**config.mk**
```make
export PLATFORM = sky130hd
export DESIGN_NAME = present_dec_la
export DESIGN_NICKNAME = d
export VERILOG_FILES = /design/src/rtl/present_dec_la.sv
export SDC_FILE = /design/constraint.sdc
export NUM_CORES = 1
export LEC_CHECK = 0
export CORE_MARGIN = 5
export CORE_UTILIZATION = 31
export DETAILED_ROUTE_END_ITERATION = 16
export PLACE_DENSITY_LB_ADDON = 0.08
export REMOVE_ABC_BUFFERS = 1
export SYNTH_ARGS = -nofsm -noshare
export SYNTH_HDL_FRONTEND = slang
export SYNTH_SLANG_ARGS = --single-unit
```
**constraint.sdc**
```tcl
create_clock -name wb_clk_i -period 8.32 [get_ports wb_clk_i]
set_clock_uncertainty 0.05 [all_clocks]
set_input_delay 1.248 -clock wb_clk_i [delete_from_list [all_inputs] [get_ports wb_clk_i]]
set_output_delay 1.248 -clock wb_clk_i [all_outputs]
set_load 0.005 [all_outputs]
```
**src/rtl/present_dec_la.sv**
```systemverilog
// rtl/present_dec_la.sv - PRESENT-80 iterative decryption engine on the Caravel logic-analyzer port
module present_dec_la (
   input  logic        wb_clk_i,
   input  logic        wb_rst_i,
   inout  wire         vdd,
   inout  wire         vss,
   input  logic [38:0] la_data_in,
   output logic [31:0] la_data_out
);

   typedef enum logic [2:0] {
      S_IDLE,
      S_KEYEXP,
      S_WHITEN,
      S_ROUND,
      S_DONE
   } state_t;

   localparam logic [31:0] ID_WORD = 32'h5052_4431;

   state_t        state;
   logic [38:0]   in_q;
   logic [38:0]   in_qq;
   logic [63:0]   ct;
   logic [79:0]   key;
   logic [63:0]   x;
   logic [79:0]   k;
   logic [63:0]   pt;
   logic [4:0]    c;
   logic          done;

   logic          wr_edge;
   logic          st_edge;
   logic          busy;
   logic [79:0]   k_fwd;
   logic [79:0]   k_inv;
   logic [63:0]   x_perm;
   logic [63:0]   x_sub;

   wire unused_pwr = vdd ^ vss;

   function automatic logic [3:0] sbox(input logic [3:0] v);
      case (v)
         4'h0: sbox = 4'hC;  4'h1: sbox = 4'h5;  4'h2: sbox = 4'h6;  4'h3: sbox = 4'hB;
         4'h4: sbox = 4'h9;  4'h5: sbox = 4'h0;  4'h6: sbox = 4'hA;  4'h7: sbox = 4'hD;
         4'h8: sbox = 4'h3;  4'h9: sbox = 4'hE;  4'hA: sbox = 4'hF;  4'hB: sbox = 4'h8;
         4'hC: sbox = 4'h4;  4'hD: sbox = 4'h7;  4'hE: sbox = 4'h1;  default: sbox = 4'h2;
      endcase
   endfunction

   function automatic logic [3:0] sbox_inv(input logic [3:0] v);
      case (v)
         4'h0: sbox_inv = 4'h5;  4'h1: sbox_inv = 4'hE;  4'h2: sbox_inv = 4'hF;  4'h3: sbox_inv = 4'h8;
         4'h4: sbox_inv = 4'hC;  4'h5: sbox_inv = 4'h1;  4'h6: sbox_inv = 4'h2;  4'h7: sbox_inv = 4'hD;
         4'h8: sbox_inv = 4'hB;  4'h9: sbox_inv = 4'h4;  4'hA: sbox_inv = 4'h6;  4'hB: sbox_inv = 4'h3;
         4'hC: sbox_inv = 4'h0;  4'hD: sbox_inv = 4'h7;  4'hE: sbox_inv = 4'h9;  default: sbox_inv = 4'hA;
      endcase
   endfunction

   function automatic logic [79:0] key_fwd(input logic [79:0] kin, input logic [4:0] rc);
      logic [79:0] t;
      t          = {kin[18:0], kin[79:19]};
      t[79:76]   = sbox(t[79:76]);
      t[19:15]   = t[19:15] ^ rc;
      return t;
   endfunction

   // Exact inverse of key_fwd: undo the counter xor, the S-box, then the rotation.
   function automatic logic [79:0] key_inv(input logic [79:0] kin, input logic [4:0] rc);
      logic [79:0] t;
      t          = kin;
      t[19:15]   = t[19:15] ^ rc;
      t[79:76]   = sbox_inv(t[79:76]);
      return {t[60:0], t[79:61]};
   endfunction

   for (genvar i = 0; i < 63; i++) begin : g_pinv
      assign x_perm[i] = x[(16 * i) % 63];
   end
   assign x_perm[63] = x[63];

   for (genvar n = 0; n < 16; n++) begin : g_sinv
      assign x_sub[4*n +: 4] = sbox_inv(x_perm[4*n +: 4]);
   end

   always_comb begin
      wr_edge = in_q[35] & ~in_qq[35];
      st_edge = in_q[36] & ~in_qq[36];
      busy    = (state == S_KEYEXP) || (state == S_WHITEN) || (state == S_ROUND);
      k_fwd   = key_fwd(k, c);
      k_inv   = key_inv(k, c);
   end

   always_ff @(posedge wb_clk_i) begin
      if (wb_rst_i) begin
         in_q        <= '0;
         in_qq       <= '0;
         ct          <= '0;
         key         <= '0;
         x           <= '0;
         k           <= '0;
         pt          <= '0;
         c           <= '0;
         done        <= 1'b0;
         state       <= S_IDLE;
         la_data_out <= '0;
      end else begin
         in_q  <= la_data_in;
         in_qq <= in_q;

         case (in_q[38:37])
            2'd0:    la_data_out <= pt[31:0];
            2'd1:    la_data_out <= pt[63:32];
            2'd2:    la_data_out <= {30'b0, done, busy};
            default: la_data_out <= ID_WORD;
         endcase

         case (state)
            S_IDLE: begin
               // A write edge in the same cycle takes precedence over start.
               if (st_edge && !wr_edge) begin
                  done  <= 1'b0;
                  x     <= ct;
                  k     <= key;
                  c     <= 5'd1;
                  state <= S_KEYEXP;
               end
            end
            S_KEYEXP: begin
               k <= k_fwd;
               if (c == 5'd31) begin
                  state <= S_WHITEN;
               end else begin
                  c <= c + 5'd1;
               end
            end
            S_WHITEN: begin
               x     <= x ^ k[79:16];
               c     <= 5'd31;
               state <= S_ROUND;
            end
            S_ROUND: begin
               x <= x_sub ^ k_inv[79:16];
               k <= k_inv;
               if (c == 5'd1) begin
                  state <= S_DONE;
               end else begin
                  c <= c - 5'd1;
               end
            end
            S_DONE: begin
               pt    <= x;
               done  <= 1'b1;
               state <= S_IDLE;
            end
            default: state <= S_IDLE;
         endcase

         if (wr_edge && !busy) begin
            case (in_q[34:32])
               3'd0: begin ct[31:0]   <= in_q[31:0];  done <= 1'b0; end
               3'd1: begin ct[63:32]  <= in_q[31:0];  done <= 1'b0; end
               3'd2: begin key[31:0]  <= in_q[31:0];  done <= 1'b0; end
               3'd3: begin key[63:32] <= in_q[31:0];  done <= 1'b0; end
               3'd4: begin key[79:64] <= in_q[15:0];  done <= 1'b0; end
               default: ;
            endcase
         end
      end
   end

endmodule

```
# == Word level (Yosys, flattened, before mapping) ==
# Memory sizes are Yosys's and may differ from the RTL's. A register that Yosys moved wholly into a read port is not among the register bits.
# Cells that the tools add are included.
# word_totals
mem_count,18
ff_bits,469
rom_bits,1152
output_inout_bits,34
elab_cells,134
input_bits,41
# mem_list
name,depth,word_bits,read_ports,rd_clocked_by_memory_dff,write_ports,line_no,text
(no name shown),16,4,1,1,0,43,case (v)
(no name shown),16,4,1,1,0,52,case (v)
(no name shown),16,4,1,1,0,52,
(no name shown),16,4,1,1,0,52,
(no name shown),16,4,1,1,0,52,
(no name shown),16,4,1,1,0,52,
12 more memories,-,-,-,-,-,-,
# op_classes
bitwise_logic,8
mux,53
reduce_logical,22
n_eq_ne,17
addsub,2
# op_table
op,n
$pmux 80 s3,1
$pmux 64 s3,1
$mux 4,36
$xor 64x64->64,2
$pmux 32 s3,1
$mux 80,1
$mux 64,1
$pmux 5 s4,1
$mux 5,3
$reduce_and 2->1,7
$eq 3x2->1 const B,4
$pmux 3 s4,1
$xor 5x5->5,2
$mux 3,3
$eq 3x1->1 const B,2
$eq 3x3->1 const B,2
$logic_not 3->1,2
$ne 2x2->1 const B,3
$reduce_bool 3->1,2
$add 5x1->5 const B,1
$eq 5x1->1 const B,1
$eq 5x5->1 const B,1
$reduce_or 5->1,1
$sub 5x1->5 const B,1
14 further kinds,22

# == Longest topological paths before layout ==
# logic_depth
word_depth,8
mapped_depth,14
mapped_depth_nobuf,11

# == Worst setup path after synthesis ==
# OpenSTA, ideal clock, no wires.
# synth_timing
kind,input to register
start,input wb_rst_i
end,"register, netlist name k_fwd[76]"
n_path_buf,5
required_time_ps,8154
cell_stages,10
arrival_time_ps,3476
path_slack_ps,4678
setup_time_ps,116
path_cell_list,clkbuf_1 -> clkbuf_1 -> clkbuf_1 -> clkbuf_1 -> buf_1 -> nor2_1 -> ha_1 -> nand2b_1 -> o221ai_1 -> a31o_2
# synth_via
elab_chain_cells,1
# synth_lines
element,line_no,text
start: declaration,4,"input logic wb_rst_i,"
$mux 4 (no line),-,
# Every way passes these cells.
# A chain may end at the register's enable or synchronous reset.

# == Worst setup path in the final report ==
# layout_timing
start,register state[1]
end,"register, netlist name k_inv[15]"
# layout_via
elab_chain_cells,5
elab_cells_between_ends,9
cone_classes,eq/ne (3); mux (3); reduce/logical (3)
# layout_lines
element,line_no,text
start: declaration,21,state_t state;
start signal: assignment,105,state <= S_IDLE;
start signal: assignment,126,state <= S_KEYEXP;
start signal: assignment,132,state <= S_WHITEN;
"$eq 3x1->1, or another cell as far along",118,case (state)
$reduce_bool 3->1 (no line) or $ne 2x2->1 (tied branches),-,
$reduce_and 2->1 (no line),-,
$mux 4 (no line) (*) (2 in series),-,
# Every way passes the cells marked *; elsewhere a longest branch is shown, timed or not.

==> impl_metrics.csv <==
group,metric,value,unit
place,dp_hpwl,70.1,mm
route,viasPerCell,5.46,
sta,period_share,55.7,%
logic_synthesis,synth_cells,3052,
floorplan,die_area,87500,µm²
power,p_leak,0.0105,µW
critical_path,crit_type,"flop to flop",
critical_path,cp_data_required_time,8.76,ns
layout,fin_nets,3159,
sta,rsz0062_at_grt,"false",
logic_synthesis,ys_warn_count,0,
sta,layout_min_cycle_time,4.64,ns
logic_synthesis,synth_area,25300,µm²
logic_synthesis,synth-edff-count,0,
route,routed_wl,104,mm
power,power_frac_comb,7.7,%
logic_synthesis,ys_seq_elements,506,
floorplan,rows,104,
place,pre_cts_ws,3.73,ns
floorplan,die_y,296,µm
power,power_switching,1540,µW
critical_path,cp_max_fo,80,
logic_synthesis,synthFlopType,"dfxtp_1",
critical_path,arrival,5.08,ns
power,vdd_drop_max,0.000161,V
outcome,status,"completed",
floorplan,core_area,80800,µm²
hold_path,hold_path_class,"flop to flop",
logic_synthesis,syn_area_per_cell,8.29,µm²
route,vias,22466,
cts,clkTransAtPathRegs,0.06,ns
power,p_int,4280,µW
layout,areaGrowthSynthToFinish,14.4,%
sta,relSlewSlack,25.4,%
sta,hold_violations,0,
route,drt-initial-drc-count,2181,
global_routing,grt_pass1_wl,151,mm
route,routedWlPerCell,25.4,µm
sta,untimed_endpoints,2,
global_routing,grt_pass1_vias,21290,
sta,tightest_slew,1.12,ns
power,power.share.clock,47.1,%
route,first_pass_iters,6,
route,drtAntennaViolNets,0,
cts,cts_setup_buffers,0,
cts,clk_path_buf_depth,3,
cts,cts_max_level,2,
layout,utilization,35.8,%
layout,final_cell_mix,"nand2_1, dfxtp_1, a21oi_1, mux2i_1",
layout,final_area,29000,µm²
cts,clk_latency,0.64,ns
sta,setup_viol,0,
sta,fmax,216,MHz
sta,finalSetupTns,0,ns
sta,slew_viol_final,0,
power,swShare,26.4,%
logic_synthesis,async_flop_share,0,%
global_routing,overflow,0,
place,gp_congestion,0.846,
global_routing,grt_usage,23.2,%
layout,diodes,0,
logic_synthesis,synth-seq-area-share,40.0,%
layout,drive_above_1_share,7.57,%
critical_path,cp-start-kind,"flop",
global_routing,grt_max_degree,116,
cts,cts_resized,0,
cts,numCtsBuffers,61,
job,cap_viol_max_count,0,
power,powerDensity,201,nW/µm²
route,drcViolationCount,0,
cts,cts_hold_buf,0,
place,dpl-instance-area,26900,µm²
layout,layout_commonest_cell,"nand2_1",
place,portBuffers,72,
floorplan,die_w,296,µm
cts,cts_root_buffer,"clkbuf_16",
floorplan,initial_utilization,31.3,%
power,pwr-share-seq,45.2,%
logic_synthesis,netlist-cell-type-count,77,
global_routing,antenna_found_initial,3,
cts,cts_num_sinks,506,
cts,cts_tree,"built",
floorplan,ios,75,
sta,worst_slack,3.68,ns
critical_path,crit_path_end_kind,"flop",
==> through the flow <==
stage                     power [µW]  hold slack (ns)  instances
final                           5810            0.398       4112
after global routing            6020            0.417       4112
after CTS                       5870            0.402       4112
after detailed placement        3120            0.393       4002
after global placement          3120            0.389       4002
after floorplan                 2840            0.376       2821
==> worst max-delay path, stage by stage (launching register included) <==
cell and delay [ns]:
dfxtp_4 0.62, buf_4 0.73, nor2_1 0.33, nand3_4 0.48, buf_4 0.58, nand2_1 0.11
a31oi_1 0.33, and2_1 0.25, inv_1 0.11, ha_1 0.36, nand2_1 0.11, o311ai_0 0.12
o221ai_1 0.20
==> path summary, 6_finish.rpt <==
| path | from | end | slack [ns] | cells past startpoint |
|---|---|---|---|---|
| min reg2reg | ct[49] | ct[49] | 0.40 | 2 |
| max reg2reg | state[1] | k_inv[15] | 3.68 | 12 |
| min | ct[49] | ct[49] | 0.40 | 2 |
| max | state[1] | k_inv[15] | 3.68 | 12 |
==> kinds of logic after synthesis <==
| logic type | count (synthesis) | share of synthesized area, % |
|---|---|---|
| adders and majority gates | 111 | 5.49 |
| buffers and inverters | 340 | 5.22 |
| DFF | 506 | 40.0 |
| AOI/OAI and AO/OA | 785 | 20.9 |
| and+or+nand+nor | 1052 | 18.6 |
| xor gates and xnor gates | 108 | 3.74 |
| muxes | 150 | 6.06 |
==> routing by layer <==
layer / global-route usage, % / vias to the layer above / share of wire [%]
li1: - / 10519 / -
met5: 0 / - / 0
met2: 35.9 / 862 / 44
met4: 6.50 / 0 / 2.9
met3: 3.90 / 158 / 7.3
met1: 33.4 / 10927 / 46
==> state kept, by name, summed over array words and instances, names as in the netlist, 32 cells and up <==
signal and cells:
ct 64, in_q 39, k 80, key 80, la_data_out 32, pt 64
x 64, x_sub 64
==> layout make-up <==
cell class / instances / area [µm²]
Fill cell: 8321 / 51900
Multi-Input combinational cell: 2206 / 13900
Sequential cell: 506 / 10100
Clock buffer: 95 / 1850
Tap cell: 1060 / 1330
Timing Repair Buffer: 121 / 1120
Inverter: 109 / 409
Clock inverter: 15 / 181
==> power groups by stage <==
stage	Sequential, µW	Clock, µW	Combinational [µW]
final	2630	2740	448
after global routing	2630	2900	486
after CTS	2620	2800	447
after detailed placement	2680	0	445
after global placement	2680	0	439
after floorplan	2590	0	245
==> synthesized netlist by cell type (9+ instances only) <==
cell,n,area (µm²)
nand3b_1,9,67.6
buf_2,30,150
a221o_1,10,100
a2bb2oi_1,9,78.8
a32o_1,17,170
o21ai_0,73,365
nor2_1,124,465
nand3_1,30,150
mux2i_1,123,1230
nor3b_1,20,150
a22oi_1,17,128
a211oi_1,121,908
nor2b_1,112,701
o31ai_1,12,90.1
or2_2,12,75.1
o211ai_1,18,135
xnor2_1,48,420
ha_1,111,1390
a311oi_1,76,666
nor3_1,18,90.1
a31oi_1,16,100
and2_1,17,106
a21oi_1,289,1450
o21a_1,9,67.6
mux2_2,27,304
inv_1,108,405
nand2b_1,10,62.6
xor2_1,60,526
buf_1,19,71.3
o22ai_1,12,75.1
a21boi_0,9,67.6
nand2_1,649,2440
dfxtp_1,506,10100
clkbuf_1,180,676
nand4_1,9,56.3
Power figures use the tool's default switching activity.
